===== src/rtl/fnd_scan_controller.sv =====
// fnd_scan_controller: multiplexed 7-segment (FND) driver with a sequential
// double-dabble binary-to-BCD converter.
// Optional feature: define LEADING_ZERO_BLANK_EN to blank zero digits above
// the most significant non-zero digit (digit 0 is never blanked).
module fnd_scan_controller #(
  parameter int DIGITS   = 4,
  parameter int VALUE_W  = 14,
  parameter int SCAN_DIV = 100000
) (
  input  logic               i_clk,
  input  logic               i_reset,
  input  logic [VALUE_W-1:0] i_value,
  input  logic               i_load,
  input  logic [DIGITS-1:0]  i_dp,
  input  logic               i_en,
  output logic [DIGITS-1:0]  o_digit,
  output logic [7:0]         o_fndFont,
  output logic               o_busy,
  output logic               o_ovf
);

  // BCD work register holds every decimal digit of the widest input value,
  // and at least DIGITS nibbles so the displayed slice always exists.
  localparam int NB = (DIGITS > (VALUE_W + 3) / 3) ? DIGITS : (VALUE_W + 3) / 3;
  localparam int BW = NB * 4;
  localparam int CW = $clog2(SCAN_DIV);
  localparam int IW = (DIGITS > 1) ? $clog2(DIGITS) : 1;
  localparam int KW = $clog2(VALUE_W);

  typedef enum logic [1:0] {IDLE, SHIFT, COMMIT} state_t;

  state_t              state, state_nxt;
  logic [CW-1:0]       cnt;
  logic [IW-1:0]       idx;
  logic [VALUE_W-1:0]  shreg;
  logic [BW-1:0]       bcd;
  logic [KW-1:0]       bit_cnt;
  logic [DIGITS*4-1:0] disp;
  logic                ovf;
  logic                ovf_c;
  logic [DIGITS-1:0]   blank;
  logic [3:0]          cur_nib;
  logic                cur_dp;
  logic                cur_blank;
  logic [DIGITS-1:0]   digit_c;
  logic [7:0]          font_c;
`ifdef LEADING_ZERO_BLANK_EN
  logic                nz_seen;
`endif

  // One double-dabble step: add 3 to every nibble >= 5, then shift in bin.
  function automatic logic [BW-1:0] dabble_step(input logic [BW-1:0] b, input logic bin);
    logic [BW-1:0] r;
    r = b;
    for (int k = 0; k < NB; k++) begin
      if (r[k*4 +: 4] >= 4'd5) r[k*4 +: 4] = r[k*4 +: 4] + 4'd3;
    end
    r = (r << 1) | BW'(bin);
    return r;
  endfunction

  // Active-low segment pattern {dp,g,f,e,d,c,b,a} with dp off.
  function automatic logic [7:0] seg7(input logic [3:0] d);
    case (d)
      4'd0:    return 8'hC0;
      4'd1:    return 8'hF9;
      4'd2:    return 8'hA4;
      4'd3:    return 8'hB0;
      4'd4:    return 8'h99;
      4'd5:    return 8'h92;
      4'd6:    return 8'h82;
      4'd7:    return 8'hF8;
      4'd8:    return 8'h80;
      4'd9:    return 8'h90;
      default: return 8'hFF;
    endcase
  endfunction

  assign o_busy = (state != IDLE);
  assign o_ovf  = ovf;

  // Free-running scan timer and digit index; keeps running while disabled.
  always_ff @(posedge i_clk) begin
    if (i_reset) begin
      cnt <= '0;
      idx <= '0;
    end else if (cnt == CW'(SCAN_DIV - 1)) begin
      cnt <= '0;
      idx <= (idx == IW'(DIGITS - 1)) ? '0 : idx + 1'b1;
    end else begin
      cnt <= cnt + 1'b1;
    end
  end

  // Conversion FSM state register.
  always_ff @(posedge i_clk) begin
    if (i_reset) state <= IDLE;
    else         state <= state_nxt;
  end

  // Next state: SHIFT runs one cycle per input bit, COMMIT is a single cycle.
  always_comb begin
    state_nxt = state;
    case (state)
      IDLE:    if (i_load) state_nxt = SHIFT;
      SHIFT:   if (bit_cnt == KW'(VALUE_W - 1)) state_nxt = COMMIT;
      COMMIT:  state_nxt = IDLE;
      default: state_nxt = IDLE;
    endcase
  end

  // Conversion datapath: capture on load, one bit per SHIFT cycle.
  always_ff @(posedge i_clk) begin
    case (state)
      IDLE: begin
        if (i_load) begin
          shreg   <= i_value;
          bcd     <= '0;
          bit_cnt <= '0;
        end
      end
      SHIFT: begin
        bcd     <= dabble_step(bcd, shreg[VALUE_W-1]);
        shreg   <= shreg << 1;
        bit_cnt <= bit_cnt + 1'b1;
      end
      default: ;
    endcase
  end

  // Any non-zero nibble above the displayed digits means the value won't fit.
  always_comb begin
    ovf_c = 1'b0;
    for (int k = DIGITS; k < NB; k++) begin
      ovf_c = ovf_c | (bcd[k*4 +: 4] != 4'd0);
    end
  end

  // Displayed digits and overflow flag change together, only in COMMIT.
  always_ff @(posedge i_clk) begin
    if (i_reset) begin
      disp <= '0;
      ovf  <= 1'b0;
    end else if (state == COMMIT) begin
      disp <= bcd[DIGITS*4-1:0];
      ovf  <= ovf_c;
    end
  end

  // Leading-zero blanking mask (all zeros unless the feature is enabled).
  always_comb begin
    blank = '0;
`ifdef LEADING_ZERO_BLANK_EN
    nz_seen = 1'b0;
    for (int k = DIGITS - 1; k >= 1; k--) begin
      nz_seen  = nz_seen | (disp[k*4 +: 4] != 4'd0);
      blank[k] = !nz_seen;
    end
`endif
  end

  // Select the active digit and build its font; dp follows i_dp live.
  always_comb begin
    cur_nib   = disp[3:0];
    cur_dp    = i_dp[0];
    cur_blank = blank[0];
    digit_c   = '1;
    for (int k = 0; k < DIGITS; k++) begin
      if (idx == IW'(k)) begin
        cur_nib    = disp[k*4 +: 4];
        cur_dp     = i_dp[k];
        cur_blank  = blank[k];
        digit_c[k] = 1'b0;
      end
    end
    if (ovf)            font_c = 8'hBF;
    else if (cur_blank) font_c = 8'hFF;
    else                font_c = seg7(cur_nib);
    if (cur_dp) font_c[7] = 1'b0;
  end

  // Registered outputs, forced dark on reset or when the display is disabled.
  always_ff @(posedge i_clk) begin
    if (i_reset || !i_en) begin
      o_digit   <= '1;
      o_fndFont <= 8'hFF;
    end else begin
      o_digit   <= digit_c;
      o_fndFont <= font_c;
    end
  end

endmodule

===== config.mk =====
export PLATFORM = sky130hd
export DESIGN_NAME = fnd_scan_controller
export DESIGN_NICKNAME = d
export VERILOG_FILES = /design/src/rtl/fnd_scan_controller.sv
export SDC_FILE = /design/constraint.sdc
export NUM_CORES = 1
export LEC_CHECK = 0
export CAP_MARGIN = 15
export CORE_AREA = 2 2 101 103
export CTS_BUF_LIST = sky130_fd_sc_hd__clkbuf_2
export CTS_CLUSTER_DIAMETER = 150
export DETAILED_ROUTE_END_ITERATION = 16
export DIE_AREA = 0 0 103 105
export GPL_ROUTABILITY_DRIVEN = 0
export GPL_TIMING_DRIVEN = 0
export PLACE_DENSITY = 0.69
export SLEW_MARGIN = 20
export SYNTH_ARGS = -nofsm -noshare
export SYNTH_HDL_FRONTEND = slang
export SYNTH_SLANG_ARGS = --single-unit

===== constraint.sdc =====
create_clock -name i_clk -period 5.65 [get_ports i_clk]
set_clock_uncertainty 0.1 [all_clocks]
set_input_delay 0.565 -clock i_clk [delete_from_list [all_inputs] [get_ports i_clk]]
set_output_delay 0.565 -clock i_clk [all_outputs]
set_load 0.02 [all_outputs]

[Word-level counts from Yosys, hierarchy flattened]
Memories as Yosys holds them, arrays and structs flattened.
Index checks and enable logic that the tools add are counted.
Word-level totals
  flip-flop bits (word level): 88
  memory bits (read-only): 112
  input port bits: 22
  output and inout bits: 14
  logic and storage cells: 78
  memories kept: 1
Operators by class
  add/subtract/negate cells: 8
  magnitude comparators: 5
  equality and inequality tests: 9
  mux-type cells: 32
  bitwise operators: 1
  reductions and logical operators: 11
Memory list
  (name not given): depth 16, width 7, rd ports 1, clocked after Yosys merged registers in 0, write ports 0, RTL line 64  | case (d)
Operators by type and width (number)
  $mux W4: 12
  $pmux W20 S2: 1
  $pmux W14 S2: 1
  $ge A4 B3 Y1 const B: 5
  $mux W20: 1
  $or A20 B1 Y20: 1
  $add A17 B1 Y17 const B: 1
  $eq A17 B17 Y1 const B: 1
  $add A4 B2 Y4 const B: 4
  $mux W14: 1
  $mux W1: 8
  $mux W8: 1
  $pmux W4 S2: 1
  $eq A2 B2 Y1 const B: 3
  $mux W2: 3
  $mux W3: 2
  $add A4 B1 Y4 const B: 1
  $eq A2 B1 Y1 const B: 2
  $eq A4 B4 Y1 const B: 1
  $logic_not A2 Y1: 2
  $ne A2 B2 Y1 const B: 2
  $pmux W2 S2: 1
  $reduce_and A2 Y1: 2
  $reduce_bool A2 Y1: 2
  other kinds (6): 7

[Logic depth before layout (Yosys ltp)]
An unclocked memory read counts as a cell.
  word-level depth: 7
  mapped depth: 9
  depth with buffers taken out: 7

[Least setup slack after synthesis]
No wires, ideal clock.
  kind: in2reg
  from: in i_load
  to: reg bcd[0] (enable)
  setup time: 433 ps
  arrival time: 2215 ps
  data required time: 5117 ps
  slack: 2901 ps
  stages on the path: 2
  path buffers: 0
  cell sequence: nor2_1 > nor2_1
On the way
  cells in the longest elaborated chain, start to end: 2
Ends and longest elaborated chain
  start: declaration: RTL line 13  | input logic i_load,
  $ne A2 B2 Y1 (no source line)
  $reduce_and A2 Y1 (no source line)
  end signal: assignment: RTL line 123  | bcd <= dabble_step(bcd, shreg[VALUE_W-1]);
  end: declaration: RTL line 36  | logic [BW-1:0] bcd;
No other way between the ends.
A chain may end at the register's enable or synchronous reset.

[Final worst setup path]
  from: reg state[1]
  to: out o_busy
On the way
  cells in the longest elaborated chain, start to end: 1
Ends and longest elaborated chain
  start: declaration: RTL line 32  | state_t state, state_nxt;
  start signal: assignment: RTL line 98  | else state <= state_nxt;
  $reduce_bool A2 Y1: RTL line 79  | assign o_busy = (state != IDLE);
  end: declaration: RTL line 18  | output logic o_busy,
No other way between the ends.

==> metrics.cfg <==
[logic_synthesis]
yosys.area.top_type = edfxtp_1
synth_edf_count = 38
ys.flop_type = dfxtp_1
synth.ff_latch_count = 88
synth_cell_types = 42
synth.net_count = 449
syn_area_per_cell_um2 = 9.89
ys_seq_area_frac = 0.529
synth.area.top_cells = edfxtp_1 (28%), dfxtp_1 (25%), ha_1 (5.6%)
syn_inst = 409
synth_area_mm2 = 0.00405
synth_top_cell_area_share = 0.282
yosys_warnings = 0
async_reset_ff_frac = 0

[clock_tree]
cts_tree = done
clock_path_buffers = 2
clk_pin_slew_ns = 0.21
cts_max_level = 3
cts-resized-gates = 0
numCtsBuffers = 9
ctsHoldBuffers = 0
root_buffer = clkbuf_2
cts.sinks = 88
cts_setup_buffers = 0
clock_latency_ns = 0.53

[setup_path]
crit_start = state[1]
crit_end = o_busy
rr_worst_depth = 7
end_kind = output port
critPathMaxFanout = 6
crit_type = flop to output port
r2r_slack_ns = 3.42
r2r-end = o_fndFont[0]
crit_required_ns = 4.99
worstPathArrival_ns = 1.78
cp-start-kind = flop
r2r_start = idx[0]

[timing]
worstMarginPinSlew_ns = 0.612
fin_crit_ns = 2.45
fmax_ghz = 0.409
hold_viol_final = 0
finalMaxSlewViolations = 0
setup_violations = 0
slew_headroom = 0.592
rsz0062_at_grt = false
whs_ns = 0.337
finalSetupTns_ns = 0
layout_worst_path_cycle_share = 0.433
setup_slack_ns = 3.20

[grt]
grt_max_degree = 27
first_global_vias = 2765
antenna_found_initial = 0
grt_remaining_overflow = 0
grt_pass1_wl_um = 12200
track_usage = 0.142

[floorplan]
start_util = 0.420
dieHeight_um = 105
die_w_um = 103
die_area_mm2 = 0.0108
core_mm2 = 0.00964
boundaryPins = 36
core.rowCount = 36

[drt]
drc_errors = 0
routed_wl_um = 7200
dr.pass1.iters = 4
ant_nets = 0
drt_iter0_markers = 112
via_count = 2872
routedWlPerCell_um = 12.1
vias_per_cell = 4.84

[layout]
layoutNonFillerInstCount = 593
syn_to_final_growth_pct = 15.2
nets = 495
drive_above_1_share = 0.0891
multi_input_area_mm2 = 0.00175
layout_commonest_cell = nand2_1
regArea_mm2 = 0.00214
layout_common_cells = nand2_1 (55), nor2_1 (53), dfxtp_1 (50)
antenna_cells = 0
fillers = 940

[power_and_ir_drop]
design_power_total_mw = 1.14
power.internal_uw = 843
peakVddDrop_mv = 0.136
p_sw_frac = 0.262
power-per-cell-area_mw_per_mm2 = 245
pwr-share-clk = 0.230
p_switching_uw = 299
power_frac_seq = 0.644
leakage_nw = 1.71
comb_power_share = 0.126

[outcome]
status = finished, final reports clean

[place]
place_hpwl_um = 5220
port_buffers = 34
placed_cells_incl_taps = 577
preCtsSetupSlack_ns = 3.33

[hold_path]
min_path_cells = 2
min_from = i_reset
min_path_type = input port to flop

[run]
cap_violations = 0

-- worst max-delay path: stages (launching register included) --
cell,delay [ns]
dfxtp_1,0.41
or2_2,0.30
clkdlybuf4s50_1,0.54
-- cell type report --
type,count,area share
well taps,133,0.0357
inverters,22,0.0177
plain buffers,16,0.0164
repair buffers,35,0.0773
clock inverters,2,0.00188
clock buffers,14,0.0150
multi-input cells,283,0.376
flip-flops and latches,88,0.460
-- power by group through the flow --
stage          clock [mW]  sequential (mW)  combinational (mW)
6_report            0.262            0.736               0.144
5_1_grt             0.300            0.742               0.164
4_1_cts             0.274            0.736               0.146
3_5_place_dp            0            0.749               0.145
3_3_place_gp            0            0.749               0.137
2_1_floorplan           0            0.746              0.0972
-- worst min path at each step --
stage / to / slack, ns
global route: state[1] / 0.33
detailed placement: disp[3] / 0.35
floorplan: disp[0] / 0.34
finish: o_ovf / 0.34
global placement: disp[2] / 0.35
CTS: state[1] / 0.32
-- per-stage QoR --
| stage | cell area (um2) | utilization |
|---|---|---|
| after floorplan | 4050 | - |
| after global placement | 4550 | 0.472 |
| after detailed placement | 4580 | 0.475 |
| after CTS | 4660 | 0.483 |
| after global routing | 4660 | 0.483 |
| final | 4660 | 0.483 |
-- synthesized netlist by cell type, types with 4 or more instances --
cell,instances
mux2_2,13
nand3_1,9
edfxtp_1,38
nor3_1,8
a21oi_1,38
inv_1,21
nand4_1,4
dfxtp_1,50
o21ai_0,12
xor2_1,18
nor2_1,54
nor3b_1,4
ha_1,18
mux2i_1,6
nand2_1,55
xnor2_1,9
clkbuf_1,9
nand2b_1,7
-- state kept, by name (all words and copies together), names as in the netlist --
| signal | flops |
|---|---|
| idx | 2 |
| disp | 16 |
| o_digit | 4 |
| o_fndFont | 8 |
| shreg | 14 |
| cnt | 17 |
| state | 2 |
| bcd | 20 |
| bit_cnt | 4 |
| o_ovf | 1 |
-- routing by layer --
layer  part of all wire  global-route usage  vias to the layer above
li1                   -                   -                     1481
met1               0.49               0.182                     1328
met2               0.46               0.226                       49
met3              0.034              0.0355                       14
met4              0.022              0.0630                        0
met5                  0                   0                        -
-- logic make-up after synthesis --
logic type,Yosys count,share of synthesized area
AO/OA/AOI/OAI,61,0.0906
XOR/XNOR,27,0.0584
adder cells (fa/ha/maj),18,0.0557
buffers and inverters,38,0.0393
flip-flops,88,0.529
multiplexers,19,0.0510
AND/OR/NAND/NOR,158,0.176
Note: power is estimated with default switching activity, not from simulation.
